===== src/rtl/spi_regfile_periph.sv =====
// SPI mode-0 peripheral register file, oversampled in the clk domain.
// Frame = R/W + address + data (MSB first); writes commit on nCS rise after a complete frame.
module spi_regfile_periph #(
    parameter int SYNC_FLOPS = 2,
    parameter int ADDR_W     = 7,
    parameter int DATA_W     = 8,
    parameter int NUM_REGS   = 5
) (
    input  logic                         clk,
    input  logic                         rst_n,
    input  logic                         SCLK,
    input  logic                         COPI,
    input  logic                         nCS,
    output logic                         CIPO,
    output logic                         cipo_oe,
    output logic [NUM_REGS*DATA_W-1:0]   regs_flat,
    output logic                         wr_strobe,
    output logic [ADDR_W-1:0]            wr_addr,
    output logic                         frame_err
);

    localparam int FRAME_W = 1 + ADDR_W + DATA_W;
    localparam int CNT_W   = $clog2(FRAME_W + 2);
    localparam logic [CNT_W-1:0]  CNT_FULL = CNT_W'(FRAME_W);
    localparam logic [CNT_W-1:0]  CNT_SAT  = CNT_W'(FRAME_W + 1);
    localparam logic [CNT_W-1:0]  CNT_ADDR = CNT_W'(ADDR_W);
    localparam logic [ADDR_W:0]   NREGS    = (ADDR_W + 1)'(NUM_REGS);

    typedef enum logic [1:0] {ST_IDLE, ST_SHIFT, ST_COMMIT} state_t;

    state_t                  r_state, w_state_nxt;
    logic [SYNC_FLOPS-1:0]   r_sclk_sync, r_copi_sync, r_ncs_sync;
    logic [CNT_W-1:0]        r_bit_cnt;
    logic [FRAME_W-1:0]      r_shift_in;
    logic [DATA_W-1:0]       r_shift_out;
    logic                    r_rd_active;
    logic                    r_cipo;
    logic                    r_wr_strobe;
    logic                    r_frame_err;
    logic [ADDR_W-1:0]       r_wr_addr;
    logic [DATA_W-1:0]       r_regs [NUM_REGS];

    logic                    w_sclk_rise, w_sclk_fall, w_ncs_low, w_ncs_rise, w_copi;
    logic [FRAME_W-1:0]      w_shift_nxt;
    logic                    w_start, w_in_frame, w_bit, w_rd_load, w_out;
    logic                    w_frame_ok, w_rw, w_addr_ok, w_commit_wr, w_commit_err;
    logic [ADDR_W-1:0]       w_addr, w_rd_addr;
    logic [DATA_W-1:0]       w_data, w_rd_data;

    // Input synchronisers; idle levels keep a reset peripheral out of any frame.
    always_ff @(posedge clk or negedge rst_n) begin
        if (!rst_n) begin
            r_sclk_sync <= '0;
            r_copi_sync <= '0;
            r_ncs_sync  <= '1;
        end else begin
            r_sclk_sync <= {r_sclk_sync[SYNC_FLOPS-2:0], SCLK};
            r_copi_sync <= {r_copi_sync[SYNC_FLOPS-2:0], COPI};
            r_ncs_sync  <= {r_ncs_sync[SYNC_FLOPS-2:0], nCS};
        end
    end

    assign w_sclk_rise = r_sclk_sync[SYNC_FLOPS-2] & ~r_sclk_sync[SYNC_FLOPS-1];
    assign w_sclk_fall = ~r_sclk_sync[SYNC_FLOPS-2] & r_sclk_sync[SYNC_FLOPS-1];
    assign w_ncs_low   = ~r_ncs_sync[SYNC_FLOPS-2];
    assign w_ncs_rise  = r_ncs_sync[SYNC_FLOPS-2] & ~r_ncs_sync[SYNC_FLOPS-1];
    assign w_copi      = r_copi_sync[SYNC_FLOPS-2];

    always_ff @(posedge clk or negedge rst_n) begin
        if (!rst_n) r_state <= ST_IDLE;
        else        r_state <= w_state_nxt;
    end

    // Level-based start so a fall seen during COMMIT is picked up one cycle later.
    always_comb begin
        w_state_nxt = r_state;
        case (r_state)
            ST_IDLE:   if (w_ncs_low)  w_state_nxt = ST_SHIFT;
            ST_SHIFT:  if (w_ncs_rise) w_state_nxt = ST_COMMIT;
            ST_COMMIT: w_state_nxt = ST_IDLE;
            default:   w_state_nxt = ST_IDLE;
        endcase
    end

    assign w_shift_nxt = {r_shift_in[FRAME_W-2:0], w_copi};
    assign w_start     = (r_state == ST_IDLE) & w_ncs_low;
    // An nCS rise masks any SCLK edge in the same cycle.
    assign w_in_frame  = (r_state == ST_SHIFT) & ~w_ncs_rise;
    assign w_bit       = w_in_frame & w_sclk_rise;
    assign w_rd_addr   = w_shift_nxt[ADDR_W-1:0];
    assign w_rd_load   = w_bit & (r_bit_cnt == CNT_ADDR) & ~w_shift_nxt[ADDR_W];
    assign w_out       = w_in_frame & w_sclk_fall & r_rd_active;

    assign w_rw        = r_shift_in[FRAME_W-1];
    assign w_addr      = r_shift_in[FRAME_W-2 -: ADDR_W];
    assign w_data      = r_shift_in[DATA_W-1:0];
    assign w_frame_ok  = (r_bit_cnt == CNT_FULL);
    assign w_addr_ok   = ({1'b0, w_addr} < NREGS);
    assign w_commit_wr  = (r_state == ST_COMMIT) & w_frame_ok & w_rw & w_addr_ok;
    assign w_commit_err = (r_state == ST_COMMIT) & (~w_frame_ok | (w_rw & ~w_addr_ok));

    always_comb begin
        w_rd_data = '0;
        for (int i = 0; i < NUM_REGS; i++)
            if (w_rd_addr == ADDR_W'(i)) w_rd_data = r_regs[i];
    end

    always_ff @(posedge clk or negedge rst_n) begin
        if (!rst_n) begin
            r_bit_cnt   <= '0;
            r_shift_in  <= '0;
            r_shift_out <= '0;
            r_rd_active <= 1'b0;
            r_cipo      <= 1'b0;
        end else begin
            if (w_start) begin
                r_bit_cnt   <= '0;
                r_shift_in  <= '0;
                r_shift_out <= '0;
                r_rd_active <= 1'b0;
            end else if (w_bit) begin
                r_shift_in <= w_shift_nxt;
                if (r_bit_cnt != CNT_SAT) r_bit_cnt <= r_bit_cnt + 1'b1;
                if (w_rd_load) begin
                    r_shift_out <= w_rd_data;
                    r_rd_active <= 1'b1;
                end
            end else if (w_out) begin
                r_shift_out <= {r_shift_out[DATA_W-2:0], 1'b0};
            end

            if (w_out)            r_cipo <= r_shift_out[DATA_W-1];
            else if (!w_in_frame) r_cipo <= 1'b0;
        end
    end

    always_ff @(posedge clk or negedge rst_n) begin
        if (!rst_n) begin
            r_wr_strobe <= 1'b0;
            r_frame_err <= 1'b0;
            r_wr_addr   <= '0;
            for (int i = 0; i < NUM_REGS; i++) r_regs[i] <= '0;
        end else begin
            r_wr_strobe <= w_commit_wr;
            r_frame_err <= w_commit_err;
            if (w_commit_wr) r_wr_addr <= w_addr;
            for (int i = 0; i < NUM_REGS; i++)
                if (w_commit_wr && (w_addr == ADDR_W'(i))) r_regs[i] <= w_data;
        end
    end

    for (genvar g = 0; g < NUM_REGS; g++) begin : g_flat
        assign regs_flat[g*DATA_W +: DATA_W] = r_regs[g];
    end

    assign CIPO      = r_cipo;
    assign cipo_oe   = ~r_ncs_sync[SYNC_FLOPS-1];
    assign wr_strobe = r_wr_strobe;
    assign wr_addr   = r_wr_addr;
    assign frame_err = r_frame_err;

endmodule


===== config.mk =====
export PLATFORM = sky130hd
export DESIGN_NAME = spi_regfile_periph
export DESIGN_NICKNAME = d
export VERILOG_FILES = /design/src/rtl/spi_regfile_periph.sv
export SDC_FILE = /design/constraint.sdc
export NUM_CORES = 1
export LEC_CHECK = 0
export CAP_MARGIN = 40
export CORE_UTILIZATION = 58
export CTS_CLUSTER_DIAMETER = 80
export DETAILED_ROUTE_END_ITERATION = 10
export PLACE_DENSITY = 0.85
export REMOVE_ABC_BUFFERS = 1
export SLEW_MARGIN = 30
export SYNTH_ARGS = -nofsm -noshare
export SYNTH_HDL_FRONTEND = slang
export SYNTH_SLANG_ARGS = --single-unit

===== constraint.sdc =====
create_clock -name clk -period 2.93 [get_ports clk]
set_input_delay 0.586 -clock clk [delete_from_list [all_inputs] [get_ports clk]]
set_output_delay 0.586 -clock clk [all_outputs]
set_load 0.02 [all_outputs]

==> results_dict.tcl <==
set metrics [dict create \
    grt_max_degree 46 \
    synth_area_leaders "dfrtp_1 (56%), mux2_2 (12%), mux2i_1 (4.0%)" \
    via_per_inst 5.99 \
    finClkSkew_ps 12.1 \
    critPathKind "flop to flop" \
    die-height_um 82.6 \
    clkLatencyLatePin_ps 360 \
    r2r_end "regs_flat[28]$_DFFE_PN0P_" \
    clockBufferDepth 2 \
    total_power_mw 2.78 \
    dieArea_sq_um 6830 \
    dr.pass1.iters 4 \
    reg2regPathDepth 7 \
    irDropWorstVdd_uv 433 \
    crit_fanout 8 \
    synth.most_common_cell "dfrtp_1" \
    maxSlewHeadroom 0.517 \
    drive_gt1_frac 0.219 \
    placementRows 29 \
    pwr_density_cell_nw_per_um2 598 \
    crit_arrival_ps 2540 \
    fmax_mhz 437 \
    core-area_sq_um 6310 \
    postSynthCellCount 296 \
    dp.cells 417 \
    start_kind "flop" \
    area_growth_pct 23.3 \
    syn_avg_cell_area_sq_um 12.7 \
    synthArstFlopShare 1.00 \
    postCtsSetupRepairBufs 0 \
    nets 359 \
    ys_top_cells_by_count "dfrtp_1 (85), mux2_2 (41), a22o_1 (17), nor2_1 (17)" \
    diodes 0 \
    synth-seq-cells 87 \
    cap_violations 0 \
    hold_path_class "primary input to asynchronous set/reset pin" \
    drt_iter0_drc 170 \
    endpoint "regs_flat[28]$_DFFE_PN0P_" \
    tns_ps 0 \
    routabilityCongestion 0.847 \
    hpwl_um 5510 \
    yosys_warnings 0 \
    synth_top_cell_by_area "dfrtp_1" \
    rrSetupSlack_ps 640 \
    synth.cell_area_sq_um 3770 \
    ys_types 47 \
    holdWs_ps 220 \
    tightest_slew_ps 723 \
    cts_buffers 9 \
    die_w_um 82.6 \
    path_clk_slew_ps 90 \
    cp-end-kind "flop" \
    place_ws_ps 647 \
    grt_overflow 0 \
    period_share 0.781 \
    grt_antenna_before_repair 0 \
    status "finished, final reports clean" \
    vias 2595 \
    track_usage 0.261 \
    slew_viol_final 0 \
    yosysTopAreaCellShare 0.564 \
    synth_edf_count 0 \
    cp_data_required_time_ps 3180 \
    ctsResizeCount 0 \
    ys_seq_area_frac 0.578 \
    fin_crit_ps 2290 \
    port_buffers 55 \
    start_util 0.597 \
    crit_start "r_bit_cnt[0]$_DFFE_PN0P_" \
    cts.root.buffer_cell "clkbuf_8" \
    rsz0062_at_grt "no" \
    drc 0 \
    power_leakage_nw 2.17 \
    finalSetupViolCount 0 \
    ant_nets 0 \
    tritoncts "yes" \
    synth_ff_type "dfrtp_1" \
    r2r-start "r_bit_cnt[0]$_DFFE_PN0P_" \
    cts_hold_buf 0 \
    hold_viol 0 \
    totalWireLength_um 8050 \
    grt_pass1_vias 2479 \
    clock-sinks 87 \
    setup_ws_ps 641 \
    final_cells 433 \
    htreeDepth 3 \
    design.portCount 56 \
    grt_pass1_wl_um 12800 \
    wire_per_inst_um 18.6 \
]
-- worst min path at each step --
stage                     slack [ps]                         to  cells after the start
after global routing             250  regs_flat[12]$_DFFE_PN0P_                      1
after CTS                        220  regs_flat[20]$_DFFE_PN0P_                      1
after detailed placement         390    r_ncs_sync[1]$_DFF_PN1_                      0
after global placement           390    r_ncs_sync[1]$_DFF_PN1_                      0
after floorplan                  290           CIPO$_DFFE_PN0P_                      0
final                            220   r_copi_sync[0]$_DFF_PN0_                      1
-- power breakdown --
| part | switching (mW) | leakage [nW] | total (mW) | internal (mW) |
|---|---|---|---|---|
| sequential | 0.0971 | 1.18 | 1.39 | 1.29 |
| clock | 0.414 | 0.122 | 1.00 | 0.586 |
| combinational | 0.237 | 0.870 | 0.393 | 0.156 |
-- per-stage QoR --
stage                      util  instance area, sq um
after global placement    0.698                  4410
after CTS                 0.737                  4650
after floorplan               -                  3710
after detailed placement  0.698                  4410
final                     0.737                  4650
after global routing      0.737                  4650
-- cell usage in the layout (no fill, tap or decap), types with 2 or more instances in the layout --
cell / instances
a21oi_1: 9
a22o_1: 17
and2_1: 4
buf_4: 5
bufinv_16: 3
clkbuf_8: 10
clkdlybuf4s50_1: 54
clkinv_2: 2
dfrtp_1: 85
dfstp_2: 2
ha_1: 3
inv_1: 7
mux2_2: 41
mux2i_1: 15
nand2_1: 7
nand2b_1: 7
nand3_1: 3
nand4_1: 3
nor2_1: 17
nor3_1: 2
nor4_1: 2
o21a_1: 7
o21ai_0: 4
o22ai_1: 15
or2_2: 2
or3_1: 2
xor2_1: 3
-- flip-flops by register name, indices dropped and copies added (netlist names) --
signal	flops
frame_err	1
r_state	2
wr_strobe	1
CIPO	1
wr_addr	7
r_shift_out	8
r_rd_active	1
regs_flat	40
r_copi_sync	1
r_sclk_sync	2
r_ncs_sync	2
r_bit_cnt	5
r_shift_in	16
-- area by class of cell --
type / instances / area (sq um)
Fill cell: 426 / 1660
Sequential cell: 87 / 2180
Multi-Input combinational cell: 186 / 1510
Clock buffer: 10 / 138
Tap cell: 77 / 96.3
Clock inverter: 6 / 108
Inverter: 7 / 26.3
Timing Repair Buffer: 60 / 598
-- layer usage --
layer	routed length, um	vias up	track usage	share of wire
met3	327	14	0.0505	0.041
met5	0	-	0	0
met2	3920	68	0.426	0.49
met1	3660	1326	0.348	0.45
li1	-	1187	-	-
met4	145	0	0.0983	0.018
-- critical path, stage by stage (launching register included) --
cell and delay [ps]:
dfrtp_1 420, inv_1 100, ha_1 150, and4bb_2 230, nand4b_1 190, nor3_4 340
nand3_2 340, mux2_1 420
-- kinds of logic (layout without fill, tap and decap cells) --
kind of cell	after synthesis	after routing	synth area share
multiplexers	57	57	0.165
adder cells (fa/ha/maj)	3	3	0.00995
flip-flops	87	87	0.578
AO/OA/AOI/OAI	58	58	0.111
AND/OR/NAND/NOR	65	65	0.105
buffers and inverters	23	83	0.0242
XOR/XNOR	3	3	0.00697
(Power assumes the default switching activity.)
